<file path="src/rtl/id_ex_stage_reg_pkg.sv">
`default_nettype none
// ============================================================================
// Module      : id_ex_stage_reg_pkg
// Description : Shared constants for the decode/execute pipeline: ALU command
//               codes, decode mode/opcode encodings, status-register bit
//               positions, and the ID/EX control-word type.
// Revision    : 1.0 - initial release
// ============================================================================
package id_ex_stage_reg_pkg;

    // ALU command codes; memory ops reuse the adder for address generation
    localparam logic [3:0] EX_MOV = 4'b0001;
    localparam logic [3:0] EX_MVN = 4'b1001;
    localparam logic [3:0] EX_ADD = 4'b0010;
    localparam logic [3:0] EX_ADC = 4'b0011;
    localparam logic [3:0] EX_SUB = 4'b0100;
    localparam logic [3:0] EX_SBC = 4'b0101;
    localparam logic [3:0] EX_AND = 4'b0110;
    localparam logic [3:0] EX_ORR = 4'b0111;
    localparam logic [3:0] EX_EOR = 4'b1000;
    localparam logic [3:0] EX_CMP = 4'b0100;
    localparam logic [3:0] EX_TST = 4'b0110;
    localparam logic [3:0] EX_LDR = 4'b0010;
    localparam logic [3:0] EX_STR = 4'b0010;

    localparam logic [1:0] MODE_ARITH  = 2'b00;
    localparam logic [1:0] MODE_MEM    = 2'b01;
    localparam logic [1:0] MODE_BRANCH = 2'b10;

    localparam logic [3:0] OP_MOV = 4'b1101;
    localparam logic [3:0] OP_MVN = 4'b1111;
    localparam logic [3:0] OP_ADD = 4'b0100;
    localparam logic [3:0] OP_ADC = 4'b0101;
    localparam logic [3:0] OP_SUB = 4'b0010;
    localparam logic [3:0] OP_SBC = 4'b0110;
    localparam logic [3:0] OP_AND = 4'b0000;
    localparam logic [3:0] OP_ORR = 4'b1100;
    localparam logic [3:0] OP_EOR = 4'b0001;
    localparam logic [3:0] OP_CMP = 4'b1010;
    localparam logic [3:0] OP_TST = 4'b1000;

    localparam int SR_N = 3;
    localparam int SR_Z = 2;
    localparam int SR_C = 1;
    localparam int SR_V = 0;

    typedef struct packed {
        logic       valid;
        logic       wb_en;
        logic       mem_r;
        logic       mem_w;
        logic       b;
        logic       s;
        logic [3:0] ex_cmd;
    } ctrl_t;

    // A bubble carries no side effects, so every control bit is dropped
    function automatic ctrl_t gate_bubble(input ctrl_t c);
        return c.valid ? c : '0;
    endfunction

endpackage
`default_nettype wire

</file>
<file path="src/rtl/id_ex_stage_reg_pipe_reg.sv">
`default_nettype none
// ============================================================================
// Module      : pipe_reg
// Description : Async-reset register with synchronous clear (priority) and
//               load enable.
// Revision    : 1.0 - initial release
// ============================================================================
module pipe_reg #(
    parameter int W = 8
) (
    input  logic         clk,
    input  logic         rst,
    input  logic         en,
    input  logic         clr,
    input  logic [W-1:0] d,
    output logic [W-1:0] q
);

    always_ff @(posedge clk or posedge rst) begin
        if (rst) begin
            q <= '0;
        end else if (clr) begin
            q <= '0;
        end else if (en) begin
            q <= d;
        end
    end

endmodule
`default_nettype wire

</file>
<file path="src/rtl/id_ex_stage_reg.sv">
`default_nettype none
// ============================================================================
// Module      : id_ex_stage_reg
// Description : ID/EX pipeline register with freeze, flush and valid bit.
//               Define FORWARDING_EN to carry src1/src2 indices for forwarding.
// Revision    : 1.0 - initial release
// ============================================================================
module id_ex_stage_reg
    import id_ex_stage_reg_pkg::*;
#(
    parameter int DW = 32,
    parameter int RW = 4
) (
    input  logic          clk,
    input  logic          rst,
    input  logic          flush,
    input  logic          freeze,
    input  logic          valid_in,
    input  logic          WB_EN_in,
    input  logic          MEM_R_in,
    input  logic          MEM_W_in,
    input  logic          B_in,
    input  logic          S_in,
    input  logic [3:0]    EX_CMD_in,
    input  logic [DW-1:0] PC_in,
    input  logic [DW-1:0] Val_Rn_in,
    input  logic [DW-1:0] Val_Rm_in,
    input  logic          imm_in,
    input  logic [11:0]   Shift_operand_in,
    input  logic [23:0]   Signed_imm_24_in,
    input  logic [RW-1:0] Dest_in,
    input  logic [3:0]    SR_in,
`ifdef FORWARDING_EN
    input  logic [RW-1:0] src1_in,
    input  logic [RW-1:0] src2_in,
    output logic [RW-1:0] src1_out,
    output logic [RW-1:0] src2_out,
`endif
    output logic          WB_EN_out,
    output logic          MEM_R_out,
    output logic          MEM_W_out,
    output logic          B_out,
    output logic          S_out,
    output logic [3:0]    EX_CMD_out,
    output logic [DW-1:0] PC_out,
    output logic [DW-1:0] Val_Rn_out,
    output logic [DW-1:0] Val_Rm_out,
    output logic          imm_out,
    output logic [11:0]   Shift_operand_out,
    output logic [23:0]   Signed_imm_24_out,
    output logic [RW-1:0] Dest_out,
    output logic [3:0]    SR_out,
    output logic          valid_out
);

    localparam int c_CTW = $bits(ctrl_t);
    localparam int c_DPW = 3*DW + 1 + 12 + 24 + RW + 4;

    ctrl_t w_ctrl_raw;
    ctrl_t w_ctrl_gated;
    ctrl_t w_ctrl_q;
    logic  w_en;

    assign w_en = ~freeze;

    assign w_ctrl_raw = '{valid:  valid_in,
                          wb_en:  WB_EN_in,
                          mem_r:  MEM_R_in,
                          mem_w:  MEM_W_in,
                          b:      B_in,
                          s:      S_in,
                          ex_cmd: EX_CMD_in};
    assign w_ctrl_gated = gate_bubble(w_ctrl_raw);

    // Source indices ride with the control group so a flush clears them too
`ifdef FORWARDING_EN
    localparam int c_CGW = c_CTW + 2*RW;
    logic [c_CGW-1:0] w_cg_d;
    logic [c_CGW-1:0] w_cg_q;
    assign w_cg_d = {w_ctrl_gated, src1_in, src2_in};
    assign {w_ctrl_q, src1_out, src2_out} = w_cg_q;
`else
    localparam int c_CGW = c_CTW;
    logic [c_CGW-1:0] w_cg_d;
    logic [c_CGW-1:0] w_cg_q;
    assign w_cg_d   = w_ctrl_gated;
    assign w_ctrl_q = w_cg_q;
`endif

    pipe_reg #(.W(c_CGW)) u_ctrl_reg (
        .clk (clk),
        .rst (rst),
        .en  (w_en),
        .clr (flush),
        .d   (w_cg_d),
        .q   (w_cg_q)
    );

    logic [c_DPW-1:0] w_dp_d;
    logic [c_DPW-1:0] w_dp_q;

    assign w_dp_d = {PC_in, Val_Rn_in, Val_Rm_in, imm_in, Shift_operand_in,
                     Signed_imm_24_in, Dest_in, SR_in};
    assign {PC_out, Val_Rn_out, Val_Rm_out, imm_out, Shift_operand_out,
            Signed_imm_24_out, Dest_out, SR_out} = w_dp_q;

    // Datapath contents behind a bubble are never consumed, so no clear
    pipe_reg #(.W(c_DPW)) u_data_reg (
        .clk (clk),
        .rst (rst),
        .en  (w_en),
        .clr (1'b0),
        .d   (w_dp_d),
        .q   (w_dp_q)
    );

    assign valid_out  = w_ctrl_q.valid;
    assign WB_EN_out  = w_ctrl_q.wb_en;
    assign MEM_R_out  = w_ctrl_q.mem_r;
    assign MEM_W_out  = w_ctrl_q.mem_w;
    assign B_out      = w_ctrl_q.b;
    assign S_out      = w_ctrl_q.s;
    assign EX_CMD_out = w_ctrl_q.ex_cmd;

endmodule
`default_nettype wire

</file>
<file path="config.mk">
export PLATFORM = sky130hd
export DESIGN_NAME = id_ex_stage_reg
export DESIGN_NICKNAME = d
export VERILOG_FILES = /design/src/rtl/id_ex_stage_reg_pkg.sv /design/src/rtl/id_ex_stage_reg_pipe_reg.sv /design/src/rtl/id_ex_stage_reg.sv
export SDC_FILE = /design/constraint.sdc
export NUM_CORES = 1
export LEC_CHECK = 0
export CAP_MARGIN = 40
export CORE_MARGIN = 2
export CORE_UTILIZATION = 41
export DETAILED_ROUTE_END_ITERATION = 6
export PLACE_DENSITY = 0.85
export SETUP_SLACK_MARGIN = 0.3
export SYNTH_ARGS = -nofsm -noshare
export SYNTH_HDL_FRONTEND = slang
export SYNTH_HIERARCHICAL = 1
export SYNTH_SLANG_ARGS = --single-unit
</file>
<file path="constraint.sdc">
create_clock -name clk -period 6.3 [get_ports clk]
set_input_delay 1.26 -clock clk [delete_from_list [all_inputs] [get_ports clk]]
set_output_delay 1.26 -clock clk [all_outputs]
set_load 0.005 [all_outputs]
</file>
Word level (Yosys, flattened, before mapping)

Index checks and enable logic that the tools add are counted.

Register bits after elaboration: 151
Bits of input ports: 155
Output and inout bits: 151
Logic and storage cells: 6

Equality and inequality tests: 1
Multiplexer cells: 3

Operator list:

| cell                 | count |
|---|---|
| $mux W10             | 3 |
| $ne A2 B2 Y1 const B | 1 |

Depth between registers and ports, before layout

Word-level depth: 3
Mapped depth: 6
Depth with buffers taken out: 3

By module

Netlist, hierarchy kept.

Modules (own cells, without submodules):

| module                 | times used | cells an instance | area an instance (um^2) | sequential area each (um^2) |
|---|---|---|---|---|
| pipe_reg at u_data_reg | 1          | 456               | 5730.5                  | 3528.4 |
| pipe_reg at u_ctrl_reg | 1          | 33                | 406.6                   | 250.2 |
| id_ex_stage_reg        | 1          | 11                | 63.8                    | 0.0 |

Least setup slack after synthesis

Ideal clock, no wire load.

Path type: in2reg
Start point: input port freeze
End point: register u_data_reg.q[0]
Library setup time: 0.118 ns
Arrival: 1.996 ns
Required time: 6.182 ns
Path slack: 4.186 ns
Cell stages on the path: 6
Buffers on the path: 3
Cells stage by stage: inv_1 > buf_4 > buf_8 > buf_8 > mux2i_1 > nor2_1

RTL lines:

| what                   | RTL line                       | RTL |
|---|---|---|
| start: declaration     | id_ex_stage_reg.sv:17          | `input logic freeze,` |
| end signal: assignment | id_ex_stage_reg_pipe_reg.sv:21 | `q <= '0;` |
| end signal: assignment | id_ex_stage_reg_pipe_reg.sv:23 | `q <= '0;` |
| end signal: assignment | id_ex_stage_reg_pipe_reg.sv:25 | `q <= d;` |
| end: declaration       | id_ex_stage_reg_pipe_reg.sv:16 | `output logic [W-1:0] q` |

==> reports/metrics.yaml <==
status:
  outcome: "finished clean"
synthesis:
  synth_cell_types: 12
  yosysTopAreaCell: "dfrtp_1"
  synthesis.area_mm2: 0.006201
  ys_seq_area_share_pct: 60.94
  synth_nets: 655
  synth_seq_cells: 151
  synth_top_area_share_pct: 60.94
  syn_avg_cell_area_um2: 12.40
  ys_top_cells_by_area: "dfrtp_1, mux2i_1, nor2_1, buf_8, and2_1"
  synth_cells: 500
  ys_warn_count: 6
clocking:
  cts_resized: 0
  cts_hold_buf: 0
  clockBufferDepth: 2
  clkLatencyLatePin_ns: 0.41
  tritoncts: "built"
  cts_htree_levels: 4
  cts_setup_buffers: 0
  clkTransAtPathRegs_ns: 0.06
  numCtsBuffers: 17
  cts_root_buf: "clkbuf_16"
  clock_sinks: 151
worst_hold_path:
  hp-class: "reg2reg"
  worstHoldStart: "u_data_reg/q[4]"
  holdPathStages: 2
pwr:
  p_clk_share_pct: 40.6
  leakage_nw: 4.637
  internal_power_w: 0.001840
  power_switching_w: 0.0005650
  p_seq_share_pct: 43.9
  p_per_area_mw_per_mm2: 244.5
  vdd_ir_drop_max_mv: 0.1505
  sw_frac_of_total_pct: 23.50
  p_comb_share_pct: 15.5
place:
  portBuffers: 305
  post-dp-hpwl_um: 12460
  place.gp.congestion: 0.7868
timing:
  relSlewSlack_pct: 49.89
  rsz0062_at_grt: "no"
  fin_hold_ws_ns: 0.5171
  finalHoldViolCount: 0
  period_minus_slack_ns: 2.681
  setup-violations-final: 0
  worst_clock_skew_ns: 0
  tns_ns: 0
  max_freq_mhz: 373.0
  min_period_over_period_pct: 42.56
  drv_slew: 0
  worst_slew_pin_slew_ns: 0.7516
die:
  die_w_um: 127.0
  initial_core_util_pct: 42.34
  rows: 44
  io_pins: 306
  core_mm2: 0.01464
  die_h_um: 127.0
  die_area_mm2: 0.01612
worst_setup_path:
  crit_path_end_kind: "flip-flop"
  timing.rr.start: "u_data_reg/q[51]"
  cp_max_fo: 37
  start_kind: "input port"
  critPathKind: "in2reg"
  cp.arrival_ns: 2.98
  worstPathRequired_ns: 6.59
  r2r_cells: 2
  startpoint: "freeze"
global_route:
  first_global_vias: 5226
  grt_pass1_wl_um: 27760
  grt_antenna_before_repair: 1
  grt_start_max_net_pins: 142
  grt_usage_pct: 22.04
  grt_overflow: 0
job:
  drv_cap: 0
routing:
  drtIter0Drc: 233
  ant_nets: 0
  dr.pass1.iters: 4
  wl_um: 17390
  wl_per_cell_um: 17.55
  via_per_inst: 4.825
  drc: 0
  vias: 4782
cells_and_area:
  syn2layout_area_growth_pct: 58.60
  mostFrequentLayoutCell: "clkdlybuf4s50_1"
  final_cell_mix: "clkdlybuf4s50_1, mux2i_1, nor2_1, dfrtp_1, clkbuf_16"
  layout.nets: 948
  drive_above_1_share_pct: 3.970
power groups by stage:
stage	Clock [W]	Combinational (W)	Sequential, W
after global placement	0	0.000361	0.00107
final	0.000976	0.000373	0.00106
after global routing	0.00104	0.000403	0.00106
after floorplan	0	0.000142	0.00107
after CTS	0.000999	0.000373	0.00106
after detailed placement	0	0.000371	0.00107
final timing paths:
kind                                         end  slack, ns
worst max-delay path            u_data_reg/q[64]       3.62
worst min-delay path             u_data_reg/q[4]       0.52
worst max register to register  u_data_reg/q[51]       5.50
worst min register to register   u_data_reg/q[4]       0.52
max in group asynchronous       u_data_reg/q[29]       3.66
min in group asynchronous        u_ctrl_reg/q[7]       1.25
layer usage:
| layer | wire (µm) | GRT usage [%] |
|---|---|---|
| met5 | 0 | 0 |
| met4 | 592 | 10.02 |
| met3 | 1722 | 8.543 |
| met2 | 8265 | 36.05 |
| met1 | 6810 | 25.83 |
synth_stat cells:
cell type and count:
dfrtp_1 151, mux2i_1 151, nor2_1 151, clkbuf_1 12, buf_8 10, and2_1 9, buf_4 6, buf_1 3
inv_1 3, buf_2 2, buf_6 1, conb_1 1
metrics by stage:
step / cell area, µm² / total power, W / utilization [%] / instances / worst slack, ns
3_5_place_dp: 9266 / 0.001443 / 63.28 / 958 / 3.160
6_report: 9834 / 0.002405 / 67.16 / 991 / 3.619
2_1_floorplan: 6201 / 0.001214 / - / 500 / 1.259
5_1_grt: 9834 / 0.002504 / 67.16 / 991 / 3.387
3_3_place_gp: 9239 / 0.001430 / 63.09 / 957 / 2.714
4_1_cts: 9832 / 0.002428 / 67.14 / 990 / 3.606
state kept, by name (all words and copies together) (netlist names):
register	cells
u_data_reg/q	141
u_ctrl_reg/q	10
worst max-delay path: stages:
cell             delay [ns]
clkdlybuf4s50_1        0.49
inv_8                  0.26
buf_4                  0.58
mux2i_1                0.29
nor2_1                 0.06
layout make-up:
type / count / area, µm²
diodes: 1 / 2.502
well taps: 184 / 230.2
repair buffers: 308 / 3095
flip-flops and latches: 151 / 3779
clock inverters: 10 / 121.4
inverters: 3 / 23.77
multi-input cells: 312 / 2138
fillers: 1025 / 4810
clock buffers: 22 / 444.2
kinds of logic after synthesis:
| group | share of synthesized area, % |
|---|---|
| buf+inv | 4.580 |
| flops | 60.94 |
| other cells | 0.06047 |
| simple gates | 10.05 |
| mux | 24.37 |
(Power assumes the default switching activity.)
